`config.mk`:
```
export PLATFORM = sky130hd
export DESIGN_NAME = fmc_adc_ch_trig_detect
export DESIGN_NICKNAME = d
export VERILOG_FILES = /design/src/rtl/fmc_adc_ch_trig_detect.sv
export SDC_FILE = /design/constraint.sdc
export NUM_CORES = 1
export LEC_CHECK = 0
export ABC_AREA = 1
export CAP_MARGIN = 10
export CORE_ASPECT_RATIO = 0.9
export CORE_MARGIN = 4
export CORE_UTILIZATION = 53
export CTS_BUF_LIST = sky130_fd_sc_hd__clkbuf_4
export DETAILED_ROUTE_END_ITERATION = 7
export GPL_ROUTABILITY_DRIVEN = 1
export MAX_ROUTING_LAYER = met4
export PLACE_DENSITY = 0.79
export SETUP_SLACK_MARGIN = 0.05
export SLEW_MARGIN = 25
export SYNTH_ARGS = -nofsm -noshare
export SYNTH_HDL_FRONTEND = slang
export SYNTH_SLANG_ARGS = --single-unit
```
`constraint.sdc`:
```
create_clock -name sys_clk_i -period 4.5 [get_ports sys_clk_i]
set_input_delay 1.35 -clock sys_clk_i [delete_from_list [all_inputs] [get_ports sys_clk_i]]
set_output_delay 1.35 -clock sys_clk_i [all_outputs]
set_load 0.05 [all_outputs]
```
`src/rtl/fmc_adc_ch_trig_detect.sv`:
```
// Per-channel internal threshold trigger: hysteresis arming, glitch filter and optional delay.
// Define FMC_ADC_TRIG_DLY_EN to build the DELAY state and its 32-bit delay counter.
module fmc_adc_ch_trig_detect #(
  parameter int g_glitch_width = 8
) (
  input  logic                      sys_clk_i,
  input  logic                      sys_rst_n_i,
  input  logic                      enable_i,
  input  logic                      polarity_i,
  input  logic signed [15:0]        thres_val_i,
  input  logic [15:0]               thres_hyst_i,
  input  logic [g_glitch_width-1:0] glitch_len_i,
  input  logic [31:0]               delay_i,
  input  logic signed [15:0]        data_i,
  input  logic                      valid_i,
  output logic                      trig_o,
  output logic                      armed_o,
  output logic                      busy_o
);

`ifdef FMC_ADC_TRIG_DLY_EN
  localparam int CNT_W = (g_glitch_width > 32) ? g_glitch_width : 32;
`else
  localparam int CNT_W = g_glitch_width;
`endif

  typedef enum logic [2:0] {
    S_IDLE,
    S_DISARMED,
    S_ARMED,
    S_FILTER,
`ifdef FMC_ADC_TRIG_DLY_EN
    S_DELAY,
`endif
    S_FIRE
  } state_t;

  function automatic logic signed [15:0] sat16(input logic signed [17:0] x);
    if (x > 18'sd32767)
      sat16 = 16'sh7FFF;
    else if (x < -18'sd32768)
      sat16 = 16'sh8000;
    else
      sat16 = x[15:0];
  endfunction

  // Stage p0: input registers
  logic                      en_p0, pol_p0, vld_p0;
  logic signed [15:0]        data_p0, thres_p0;
  logic [15:0]               hyst_p0;
  logic [g_glitch_width-1:0] glitch_p0;

  always_ff @(posedge sys_clk_i or negedge sys_rst_n_i) begin
    if (!sys_rst_n_i) begin
      en_p0  <= 1'b0;
      pol_p0 <= 1'b0;
      vld_p0 <= 1'b0;
    end else begin
      en_p0  <= enable_i;
      pol_p0 <= polarity_i;
      vld_p0 <= valid_i;
    end
  end

  always_ff @(posedge sys_clk_i) begin
    data_p0   <= data_i;
    thres_p0  <= thres_val_i;
    hyst_p0   <= thres_hyst_i;
    glitch_p0 <= glitch_len_i;
  end

  // Arm level and qualifying conditions on the registered sample
  logic signed [17:0] thr_ext, hyst_ext, arm_sum;
  logic signed [15:0] arm_lvl;
  logic               cross_hit, arm_hit;

  assign thr_ext   = {{2{thres_p0[15]}}, thres_p0};
  assign hyst_ext  = {2'b00, hyst_p0};
  assign arm_sum   = pol_p0 ? (thr_ext + hyst_ext) : (thr_ext - hyst_ext);
  assign arm_lvl   = sat16(arm_sum);
  assign cross_hit = pol_p0 ? (data_p0 < thres_p0) : (data_p0 > thres_p0);
  assign arm_hit   = pol_p0 ? (data_p0 > arm_lvl) : (data_p0 < arm_lvl);

  // Where a completed crossing goes: straight to FIRE, or into DELAY with delay_i latched
  state_t           go_state;
  logic [CNT_W-1:0] go_cnt;

`ifdef FMC_ADC_TRIG_DLY_EN
  logic [31:0] dly_p0;
  always_ff @(posedge sys_clk_i) dly_p0 <= delay_i;
  assign go_state = (dly_p0 == '0) ? S_FIRE : S_DELAY;
  assign go_cnt   = CNT_W'(dly_p0);
`else
  logic unused_dly;
  assign unused_dly = ^delay_i;
  assign go_state   = S_FIRE;
  assign go_cnt     = '0;
`endif

  // Stage p1: FSM state and shared filter/delay counter
  state_t           state_p1, state_nxt;
  logic [CNT_W-1:0] cnt_p1, cnt_nxt;
  logic             pol_p1;

  always_ff @(posedge sys_clk_i or negedge sys_rst_n_i) begin
    if (!sys_rst_n_i) begin
      state_p1 <= S_IDLE;
      cnt_p1   <= '0;
      pol_p1   <= 1'b0;
    end else begin
      state_p1 <= state_nxt;
      cnt_p1   <= cnt_nxt;
      pol_p1   <= pol_p0;
    end
  end

  always_comb begin
    state_nxt = state_p1;
    cnt_nxt   = cnt_p1;
    if (!en_p0) begin
      state_nxt = S_IDLE;
      cnt_nxt   = '0;
    end else if (state_p1 != S_IDLE && pol_p0 != pol_p1) begin
      state_nxt = S_DISARMED;
      cnt_nxt   = '0;
    end else begin
      case (state_p1)
        S_IDLE:     state_nxt = S_DISARMED;
        S_DISARMED: if (vld_p0 && arm_hit) state_nxt = S_ARMED;
        S_ARMED: begin
          if (vld_p0 && cross_hit) begin
            if (glitch_p0 == '0) begin
              state_nxt = go_state;
              cnt_nxt   = go_cnt;
            end else begin
              state_nxt = S_FILTER;
              cnt_nxt   = CNT_W'(glitch_p0);
            end
          end
        end
        S_FILTER: begin
          if (vld_p0) begin
            if (!cross_hit) begin
              state_nxt = arm_hit ? S_ARMED : S_DISARMED;
              cnt_nxt   = '0;
            end else if (cnt_p1 <= CNT_W'(1)) begin
              state_nxt = go_state;
              cnt_nxt   = go_cnt;
            end else begin
              cnt_nxt = cnt_p1 - CNT_W'(1);
            end
          end
        end
`ifdef FMC_ADC_TRIG_DLY_EN
        S_DELAY: begin
          if (vld_p0) begin
            if (cnt_p1 <= CNT_W'(1)) begin
              state_nxt = S_FIRE;
              cnt_nxt   = '0;
            end else begin
              cnt_nxt = cnt_p1 - CNT_W'(1);
            end
          end
        end
`endif
        S_FIRE:     state_nxt = S_DISARMED;
        default:    state_nxt = S_IDLE;
      endcase
    end
  end

  // Stage p2: registered status outputs
  always_ff @(posedge sys_clk_i or negedge sys_rst_n_i) begin
    if (!sys_rst_n_i) begin
      trig_o  <= 1'b0;
      armed_o <= 1'b0;
    end else begin
      trig_o  <= (state_p1 == S_FIRE);
      armed_o <= (state_p1 == S_ARMED) || (state_p1 == S_FILTER);
    end
  end

`ifdef FMC_ADC_TRIG_DLY_EN
  always_ff @(posedge sys_clk_i or negedge sys_rst_n_i) begin
    if (!sys_rst_n_i)
      busy_o <= 1'b0;
    else
      busy_o <= (state_p1 == S_DELAY);
  end
`else
  assign busy_o = 1'b0;
`endif

endmodule
```
# ---- After elaboration in Yosys (flattened, before gate mapping)
# Index checks and enable logic that the tools add are counted.
dict set report word_totals {
  ff_bits 73
  input_bits 93
  out_inout_bits 3
  word_cells 65
}
dict set report op_classes {
  addsub 3
  magnitude_cmp 7
  eq_ne 10
  n_mux 23
  reduce_logical 10
}
# cell count
set op_table {}
lappend op_table {{2-to-1 mux 8 bit} 7}
lappend op_table {{> comparator 16 bit} 2}
lappend op_table {{less-than comparator 16 bit} 2}
lappend op_table {{2-to-1 mux 16 bit} 2}
lappend op_table {{2-to-1 mux 3 bit} 8}
lappend op_table {{adder 16 x 17 -> 18 bit} 1}
lappend op_table {{> comparator 18 x 16 -> 1 bit, second input constant} 1}
lappend op_table {{less-than comparator 18 x 16 -> 1 bit, second input constant} 1}
lappend op_table {{2-to-1 mux 18 bit} 1}
lappend op_table {{subtractor 16 x 17 -> 18 bit} 1}
lappend op_table {{one-hot mux 8 bit (2 select lines)} 1}
lappend op_table {{!= test 4 bit, second input constant} 3}
lappend op_table {{one-hot mux 3 bit (4 select lines)} 1}
lappend op_table {{<= comparator 8 x 1 -> 1 bit, second input constant} 1}
lappend op_table {{logical NOT 8 bit} 1}
lappend op_table {{subtractor 8 x 1 -> 8 bit, second input constant} 1}
lappend op_table {{== test 3 x 2 -> 1 bit, second input constant} 2}
lappend op_table {{!= test 5 bit, second input constant} 1}
lappend op_table {{!= test 4 x 1 -> 1 bit, second input constant} 1}
lappend op_table {{AND reduction 4 bit} 1}
lappend op_table {{== test 3 x 1 -> 1 bit, second input constant} 1}
lappend op_table {{== test 3 bit, second input constant} 1}
lappend op_table {{logical AND 1 bit} 3}
lappend op_table {{logical NOT 3 bit} 1}
lappend op_table {{7 further kinds} 8}

# ---- Logic depth before layout (Yosys ltp)
# Gate-level depths: netlist of run 1.
dict set report logic_depth {
  ltp_word 13
  mapped_depth 38
  ltp_nobuf 38
}

# ---- Worst setup path after synthesis of run 1
# Ideal clock, no wire load.
dict set report synth_path {
  kind {reg-to-reg}
  startpoint {register hyst_p0[0]}
  endpoint {register state_p1[0]}
  setup_time_ps 122
  arrival_ps 3913
  required_ps 4378
  path_slack_ps 465
  path_stages_with_launch 33
  n_path_buf 1
  synth_period_minus_slack_ps 4035
  cell_sequence {dfxtp_1 > inv_1 > ha_1 > nand3_1 > nor2_1 > a21oi_1 > a21oi_1 > nand2_1 > xor2_1 > ha_1 > a21o_1 > nand3_1 > nand2_1 > a21oi_1 > nand2_1 > nand3b_1 > nand2_4 > nand2_4 > buf_6 > a21oi_1 > ha_1 > a21oi_1 > o21ai_0 > a21oi_1 > nand2_1 > nand2_1 > nand2_1 > nand2_1 > nand3_1 > nand2_1 > inv_1 > nor3b_1 > nand2_1}
}
dict set report synth_via {
  elab_chain_len 13
}
# element line
set synth_rtl {}
lappend synth_rtl {{start: declaration} 50} ;# logic [15:0] hyst_p0;
lappend synth_rtl {{start signal: assignment} 68} ;# hyst_p0 <= thres_hyst_i;
lappend synth_rtl {{subtractor 16 x 17 -> 18 bit or adder 16 x 17 -> 18 bit (tied branches)} 79} ;# assign arm_sum = pol_p0 ? (thr_ext + hyst_ext) : (thr_ext - hyst_ext);
lappend synth_rtl {{2-to-1 mux 18 bit *} 79}
lappend synth_rtl {{less-than comparator 18 x 16 -> 1 bit} 41} ;# else if (x < -18'sd32768)
lappend synth_rtl {{2-to-1 mux 16 bit} 41}
lappend synth_rtl {{2-to-1 mux 16 bit *} 39} ;# if (x > 18'sd32767)
lappend synth_rtl {{less-than comparator 16 bit or > comparator 16 bit (tied branches)} 82} ;# assign arm_hit = pol_p0 ? (data_p0 > arm_lvl) : (data_p0 < arm_lvl);
lappend synth_rtl {{2-to-1 mux 1 bit *} 82}
lappend synth_rtl {{2-to-1 mux 2 bit} 144} ;# state_nxt = arm_hit ? S_ARMED : S_DISARMED;
lappend synth_rtl {{2-to-1 mux 3 bit} 143} ;# if (!cross_hit) begin
lappend synth_rtl {{2-to-1 mux 3 bit} 142} ;# if (vld_p0) begin
lappend synth_rtl {{one-hot mux 3 bit (4 select lines)} 127} ;# case (state_p1)
lappend synth_rtl {{2-to-1 mux 3 bit} 123} ;# end else if (state_p1 != S_IDLE && pol_p0 != pol_p1) begin
lappend synth_rtl {{2-to-1 mux 3 bit} 120} ;# if (!en_p0) begin
lappend synth_rtl {{end signal: assignment} 111} ;# state_p1 <= state_nxt;
lappend synth_rtl {{end: declaration} 101} ;# state_t state_p1, state_nxt;
# Every way passes the cells marked *; elsewhere a longest branch is shown, timed or not. The select of a mux whose other input is x is not followed.
# A chain may end at the register's enable or synchronous reset.

# ---- Worst setup path in the final report of run 1
# Ends and elaborated chain as after synthesis.

==> impl_metrics.tcl, run 1 <==
set metrics [dict create \
    setup_viol 1 \
    fin_setup_tns_ns -0.03786 \
    finish.utilization_pct 72.39 \
    finClkSkew_ns 0.01859 \
    dieArea_um2 9785 \
    routedWlPerCell_um 14.76 \
    vias_per_cell 5.309 \
    slowest_stage "ha_2" \
    max_stage_delay_ns 0.39 \
    place_area_um2 5224 \
    violations "setup timing" \
    numPortBuffers 62 \
    start_util_pct 54.30 \
    cp_max_fo 7 \
    nFillCells 632 \
    first_pass_iters 5 \
    p_leak_nw 2.854 \
    fin_area_um2 5841 \
    place_inst 745 \
    switchingPower_mw 0.9248 \
    ant_nets 0 \
    multiInputGateArea_um2 2845 \
    p_per_area_nw_per_um2 402.0 \
    grt_first_pass_wirelength_um 17800 \
    r2r_start "hyst_p0[0]" \
    end_kind "register" \
    start_kind "register" \
    hold_buffers 0 \
    clock_sinks 73 \
    drt-initial-drc-count 301 \
    ys_types 39 \
    rsz0062_at_grt "true" \
    yosys_most_used_dff "dfxtp_1" \
    fmax_mhz 220.4 \
    hold_path_startpoint "cnt_p1[0]" \
    crit_top_cell "nand2_2" \
    synth_cells 573 \
    p_comb_share_pct 47.2 \
    track_usage_pct 23.43 \
    wl_um 11470 \
    mappedNetlistNets 719 \
    die_h_um 94.25 \
    worstPathRequired_ns 4.83 \
    synth_top_area_share_pct 25.59 \
    rows 31 \
    tightest_slew_ns 0.8134 \
    clkPwrFrac_pct 19.6 \
    status "finished with violations" \
    antenna_found_initial 0 \
    h-tree-depth 3 \
    regArea_um2 1549 \
    clockBufferDepth 2 \
    synth_area_um2 4380 \
    core_area_um2 8068 \
    setup_slack_ns -0.03786 \
    grt_overflow 0 \
    ioPinCount 96 \
    ys_ff_latch 73 \
    switching_share_pct 39.39 \
    clk_latency_ns 0.43 \
    synth.most_common_cell "nand2_1" \
    cp_top_family "simple AND/OR/NAND/NOR gates" \
    seq_power_share_pct 33.2 \
    grt_max_degree 18 \
    ys_async_sr_fraction_pct 23.29 \
    nets 819 \
    gp_congestion 0.8836 \
    ctsRootBufferMaster "clkbuf_4" \
    cts_buffers 9 \
    finalCritPeriodShare_pct 100.8 \
    drc 0 \
    place_hpwl_um 8531 \
    max_cap_viol_count 0 \
    drive_above_1_share_pct 19.32 \
    path_buf_inv 3 \
    dpl_worst_slack_ns -0.1132 \
    internal_power_mw 1.423 \
    ys_seq_area_share_pct 35.30 \
    diodes 0 \
    vdd_drop_max_uv 218.1 \
    worst_ep_arrival_time_ns 4.87 \
    synth.avg_cell_area_um2 7.645 \
    grt_pass1_vias 3817 \
    areaGrowthSynthToFinish_pct 33.33 \
    min_path_type "register to register" \
    cts.clk_slew.worst_paths_ns 0.12 \
    synth_area_leader_cell "dfxtp_1" \
    cp-startpoint "hyst_p0[0]" \
    yosysWarningCount 0 \
    slew-limit-headroom_pct 45.60 \
    fin_cells 777 \
    die_w_um 103.8 \
    drv_slew 0 \
    synth_edf_count 0 \
    cts_tree "yes" \
    hold_viol_final 0 \
    via_count 4125 \
    finalPower_mw 2.348 \
    synth_common_cells "135 x nand2_1, 70 x inv_1, 56 x dfxtp_1" \
    timing.hold.ws_ns 0.5265 \
    period_needed_ns 4.538 \
    ys_top_cells_by_area "dfxtp_1 26%, ha_1 15%, nand2_1 12%" \
    path_class "register to register" \
]
[power groups by stage]
stage | clock, mW | combinational (mW) | sequential (mW)
after floorplan | 0 | 0.666 | 0.789
after global routing | 0.498 | 1.24 | 0.787
after detailed placement | 0 | 0.933 | 0.788
final | 0.461 | 1.11 | 0.779
after global placement | 0 | 0.907 | 0.788
after CTS | 0.470 | 0.971 | 0.775
[repair_timing]
action | CTS | global route
setup buffers | 7 | 7
endpoints found under the setup margin | 3 | 3
pin swaps | 27 | 30
cloned | 0 | 2
resized for setup | 26 | 61
hold endpoints to repair | 0 | 0
[tightest hold or removal path, cell delays in order, from the launching register on]
cell     delay (ns)
dfrtp_1        0.39
nand2_1        0.06
nand2_1        0.05
[layer usage]
metal / global-route usage (%) / routed length (µm) / vias up
li1: - / - / 2089
met1: 31.03 / 5293 / 1893
met2: 36.74 / 5230 / 134
met3: 4.880 / 830 / 9
met4: 6.312 / 112 / 0
met5: - / 0 / -
[flip-flops by register name, indices dropped and copies added (netlist names)]
| signal | count |
|---|---|
| cnt_p1 | 8 |
| pol_p0 | 1 |
| state_p1 | 3 |
| data_p0 | 16 |
| trig_o | 1 |
| thres_p0 | 16 |
| pol_p1 | 1 |
| en_p0 | 1 |
| armed_o | 1 |
| hyst_p0 | 16 |
| vld_p0 | 1 |
| glitch_p0 | 8 |
[layout by cell type (no fill, tap or decap), types with 21 or more instances in the layout]
master / instances
buf_4: 28
a21oi_1: 32
nand3_1: 23
inv_1: 68
nand2_1: 117
ha_1: 47
dfxtp_1: 54
xor2_1: 21
nor2_1: 41
clkdlybuf4s50_1: 62
[worst paths after layout]
kind / slack, ns / end / cells after the start
min in group asynchronous: 1.37 / vld_p0 / 1
min reg2reg: 0.53 / cnt_p1[0] / 2
max: -0.04 / state_p1[0] / 31
min: 0.53 / cnt_p1[0] / 2
max reg2reg: -0.04 / state_p1[0] / 31
max in group asynchronous: 2.61 / cnt_p1[0] / 1
[cell type report]
| cell class | count | share of cell area, % |
|---|---|---|
| Tap cell | 99 | 2.121 |
| Multi-Input combinational cell | 425 | 48.71 |
| Sequential cell | 73 | 26.52 |
| Inverter | 70 | 4.563 |
| Timing Repair Buffer | 94 | 15.38 |
| Clock buffer | 10 | 1.285 |
| Clock inverter | 6 | 1.414 |
[cell families (layout without fill, tap and decap cells)]
group	count (synthesis)	count (layout)	share of synthesized area, %
buf+inv	76	180	6.941
flops	73	73	35.30
simple gates	246	247	24.45
xor+xnor	30	30	5.998
fa+ha+maj	53	53	15.31
other cells	1	1	0.08561
compound gates	94	94	11.91
Power figures use the tool's default switching activity.
==> inputs of run 2 (changes only) <==
==> constraint.sdc (replaced) <==
create_clock -name sys_clk_i -period 4.5 [get_ports sys_clk_i]
set_input_delay 0.45 -clock sys_clk_i [delete_from_list [all_inputs] [get_ports sys_clk_i]]
set_output_delay 0.45 -clock sys_clk_i [all_outputs]
set_load 0.05 [all_outputs]
==> impl_metrics.tcl, run 2 (synthesis gave the netlist of run 1 again) <==
set metrics [dict create \
    place_area_um2 5231 \
    grt_pass1_vias 3939 \
    cp-startpoint "hyst_p0[0]" \
    violations "setup timing" \
    ant_nets 0 \
    start_util_pct 54.30 \
    min_path_type "input pin to register" \
    cts.clk_slew.worst_paths_ns 0.13 \
    nets 820 \
    cts_buffers 9 \
    p_per_area_nw_per_um2 395.3 \
    slowest_stage "ha_2" \
    clockBufferDepth 2 \
    first_pass_iters 5 \
    p_leak_nw 2.831 \
    drv_slew 0 \
    grt_first_pass_wirelength_um 18050 \
    final_common_cell "nand2_1" \
    rsz0062_at_grt "true" \
    rows 31 \
    regArea_um2 1549 \
    die_w_um 103.8 \
    setup_viol 2 \
    setup_slack_ns -0.02643 \
    top_regs "data_p0 x16, hyst_p0 x16, thres_p0 x16" \
    multiInputGateArea_um2 2720 \
    dieArea_um2 9785 \
    place_hpwl_um 8599 \
    hold_path_startpoint "glitch_len_i[7]" \
    numPortBuffers 62 \
    ioPinCount 96 \
    finalCritPeriodShare_pct 100.6 \
    drc 0 \
    grt_use_met2_pct 36.15 \
    clk_latency_ns 0.42 \
    crit_top_cell "nand2_2" \
    cp_max_fo 7 \
    worst_ep_arrival_time_ns 4.84 \
    fmax_mhz 220.9 \
    period_needed_ns 4.526 \
    status "finished with violations" \
    worstPathRequired_ns 4.81 \
    routedWlPerCell_um 14.20 \
    fin_area_um2 5703 \
    hold_buffers 0 \
    grt_overflow 0 \
    wl_um 11050 \
    die_h_um 94.25 \
    gp_congestion 0.8926 \
    vias_per_cell 5.269 \
    final_cell_mix "123 x nand2_1, 69 x inv_1, 62 x clkdlybuf4s50_1, 54 x dfxtp_1, 49 x ha_1" \
    use_met1_pct 32.27 \
    ctsRootBufferMaster "clkbuf_4" \
    grt-busiest-layer "met2" \
    slew-limit-headroom_pct 45.52 \
    path_class "register to register" \
    antenna_found_initial 0 \
    met3_usage_pct 4.124 \
    finClkSkew_ns 0.01770 \
    fin_setup_tns_ns -0.04020 \
    hold_viol_final 0 \
    tightest_slew_ns 0.8147 \
    via_count 4099 \
    track_usage_pct 23.47 \
    drt-initial-drc-count 248 \
    cts_tree "yes" \
    h-tree-depth 3 \
    areaGrowthSynthToFinish_pct 30.19 \
    max_stage_delay_ns 0.39 \
    r2r_start "hyst_p0[0]" \
    end_kind "register" \
    clock_sinks 73 \
    max_cap_viol_count 0 \
    diodes 0 \
    core_area_um2 8068 \
    vdd_drop_max_uv 251.4 \
    drive_above_1_share_pct 15.91 \
    nFillCells 641 \
    start_kind "register" \
    timing.hold.ws_ns 0.4497 \
    grt_max_degree 18 \
]
-- run 2: cell count changes in the layout (fill, tap and decap cells not counted), sizes merged --
cell,change
buf,+1
bufinv,-1
clkinv,-2
clkinvlp,+1
inv,+2
-- run 2: repair_timing --
action,in CTS,in global routing
setup endpoints to repair,3,3
hold endpoints to repair,0,0
cloned,0,2
pin swaps,18,40
setup buffers,9,5
gates resized for setup,18,39
-- run 2: final timing paths --
kind,depth (start not counted),end,slack (ns)
max,32,state_p1[0],-0.03
min,1,glitch_p0[7],0.45
max reg2reg,32,state_p1[0],-0.03
min reg2reg,2,state_p1[0],0.53
max in group asynchronous,1,cnt_p1[7],3.50
min in group asynchronous,1,cnt_p1[4],0.48
-- run 2: cell type report --
type / instances / area share [%]
tap: 99 / 2.172
clock inverter: 6 / 1.185
multi-input combinational: 425 / 47.70
sequential: 73 / 27.16
inverter: 70 / 4.651
timing repair buffer: 95 / 15.82
clock buffer: 10 / 1.316
-- run 2: power breakdown --
| group | switching, mW | internal, mW | leakage, nW |
|---|---|---|---|
| Clock | 0.240 | 0.177 | 0.0730 |
| Combinational | 0.597 | 0.462 | 2.07 |
| Sequential | 0.0627 | 0.715 | 0.692 |
-- run 2: routing by layer --
layer / vias up / wire (µm)
met1: 1866 / 5514
met3: 14 / 607
li1: 2091 / -
met2: 128 / 4792
met4: 0 / 133
met5: - / 0
-- run 2: worst max-delay path: cells and delay by family (launching register included) --
family	cells	cell delay (ns)
XOR/XNOR	1	0.15
buffers and inverters	3	0.29
AO/OA/AOI/OAI	3	0.27
AND/OR/NAND/NOR	23	2.61
flip-flops	1	0.35
adder cells (fa/ha/maj)	2	0.73
-- run 2: stage by stage --
step                setup WS [ns]  power [mW]  cells  util (%)
floorplan                  0.4654       1.455    573         -
global placement          0.04010       1.697    746     64.84
detailed placement       -0.08390       1.720    746     64.84
CTS                       0.06034       2.173    771     68.21
global route              -0.3598       2.436    778     70.69
finish                   -0.02643       2.254    778     70.69
==> inputs of run 3 (changes only) <==
--- a/config.mk
+++ b/config.mk
@@ -9,12 +9,13 @@
 export CAP_MARGIN = 10
 export CORE_ASPECT_RATIO = 0.9
 export CORE_MARGIN = 4
-export CORE_UTILIZATION = 53
+export CORE_UTILIZATION = 65
 export CTS_BUF_LIST = sky130_fd_sc_hd__clkbuf_4
 export DETAILED_ROUTE_END_ITERATION = 7
+export DONT_BUFFER_PORTS = 1
 export GPL_ROUTABILITY_DRIVEN = 1
 export MAX_ROUTING_LAYER = met4
-export PLACE_DENSITY = 0.79
+export PLACE_DENSITY = 0.77
 export SETUP_SLACK_MARGIN = 0.05
 export SLEW_MARGIN = 25
 export SYNTH_ARGS = -nofsm -noshare
==> impl_metrics.tcl, run 3 (synthesis gave the netlist of run 1 again) <==
set metrics [dict create \
    crit_top_cell "nand2_1" \
    drc 0 \
    fmax_mhz 224.0 \
    grt_overflow 0 \
    fin_setup_tns_ns 0 \
    slowest_stage "dfxtp_4" \
    p_per_area_nw_per_um2 416.1 \
    routedWlPerCell_um 16.32 \
    clock_sinks 73 \
    clockBufferDepth 2 \
    rows 28 \
    cp_max_fo 7 \
    p_leak_nw 2.648 \
    drive_above_1_share_pct 16.93 \
    first_pass_iters 5 \
    path_buf_inv 1 \
    grt_first_pass_wirelength_um 16570 \
    setup_viol 0 \
    numPortBuffers 0 \
    worstPathRequired_ns 4.82 \
    cts_tree "yes" \
    antenna_found_initial 0 \
    place_area_um2 4482 \
    finClkSkew_ns 0.01433 \
    final_common_cell "nand2_1" \
    drv_slew 0 \
    worst_ep_arrival_time_ns 4.79 \
    diodes 0 \
    wl_um 11790 \
    ctsRootBufferMaster "clkbuf_4" \
    start_util_pct 66.86 \
    place_hpwl_um 7754 \
    dieArea_um2 8118 \
    die_w_um 94.53 \
    end_kind "register" \
    min_path_type "input pin to register" \
    start_kind "register" \
    finalCritPeriodShare_pct 99.20 \
    final_cell_mix "122 x nand2_1, 65 x inv_1, 54 x dfxtp_1, 48 x ha_1, 39 x nor2_1" \
    rsz0062_at_grt "true" \
    areaGrowthSynthToFinish_pct 23.14 \
    core_area_um2 6551 \
    fin_area_um2 5394 \
    ant_nets 0 \
    clk_latency_ns 0.43 \
    drt-initial-drc-count 238 \
    cp_top_family "simple AND/OR/NAND/NOR gates" \
    track_usage_pct 27.01 \
    vias_per_cell 5.716 \
    hold_viol_final 0 \
    status "complete, no violations" \
    via_count 4127 \
    grt_pass1_vias 3768 \
    max_stage_delay_ns 0.37 \
    cts.clk_slew.worst_paths_ns 0.11 \
    max_cap_viol_count 0 \
    h-tree-depth 3 \
    top_regs "data_p0 x16, hyst_p0 x16, thres_p0 x16" \
    gp_congestion 0.9574 \
    finalPower_mw 2.245 \
    rrSetupSlack_ns 0.04 \
    path_class "register to register" \
    timing.hold.ws_ns 0.03911 \
    slew-limit-headroom_pct 45.24 \
    grt_max_degree 18 \
    finish.utilization_pct 82.33 \
    nets 773 \
    period_needed_ns 4.464 \
    nFillCells 436 \
    vdd_drop_max_uv 274.2 \
    tightest_slew_ns 0.8188 \
    cts_buffers 9 \
    ioPinCount 96 \
    die_h_um 85.88 \
]
==> run 3: power by group <==
group	internal [mW]	switching [mW]	leakage [nW]
clock network	0.220	0.228	0.0808
registers	0.715	0.0839	0.692
logic	0.395	0.604	1.87
==> run 3: timing repair <==
item                                    in CTS  in global routing
endpoints found under the setup margin       3                  3
gates resized for setup                      5                 83
pin swaps                                    1                 40
gates cloned                                 1                  0
hold buffers                                 1                 33
endpoints found under the hold margin       17                 33
setup buffers                                0                 10
==> run 3: routing by layer <==
metal / up-vias / part of all wire [%] / track usage, %
met5: - / 0 / -
met4: 0 / 2.4 / 9.961
met3: 34 / 6.7 / 6.053
met2: 194 / 48 / 40.14
met1: 1905 / 43 / 36.15
li1: 1994 / - / -
==> run 3: layout make-up <==
class	count	area, µm²	share of cell area [%]
Clock buffer	9	67.56	1.253
Clock inverter	7	85.08	1.577
Inverter	70	262.8	4.871
Multi-Input combinational cell	425	2865	53.12
Sequential cell	73	1551	28.76
Tap cell	90	112.6	2.088
Timing Repair Buffer	48	449.2	8.328
==> run 3: path summary, 6_finish.rpt <==
check                      cells after the start            start     endpoint
setup / recovery                              30       hyst_p0[0]  state_p1[0]
hold / removal                                 0  thres_hyst_i[2]   hyst_p0[2]
setup reg to reg                              30       hyst_p0[0]  state_p1[0]
hold reg to reg                                2            en_p0  state_p1[0]
max in group asynchronous                      1      sys_rst_n_i      armed_o
min in group asynchronous                      1      sys_rst_n_i    cnt_p1[6]
==> run 3: through the flow <==
| stage | worst slack, ns | instances |
|---|---|---|
| floorplan | 0.4654 | 573 |
| global placement | 0.08233 | 661 |
| detailed placement | -0.04362 | 661 |
| CTS | 0.06616 | 679 |
| global route | -0.2915 | 722 |
| finish | 0.03601 | 722 |
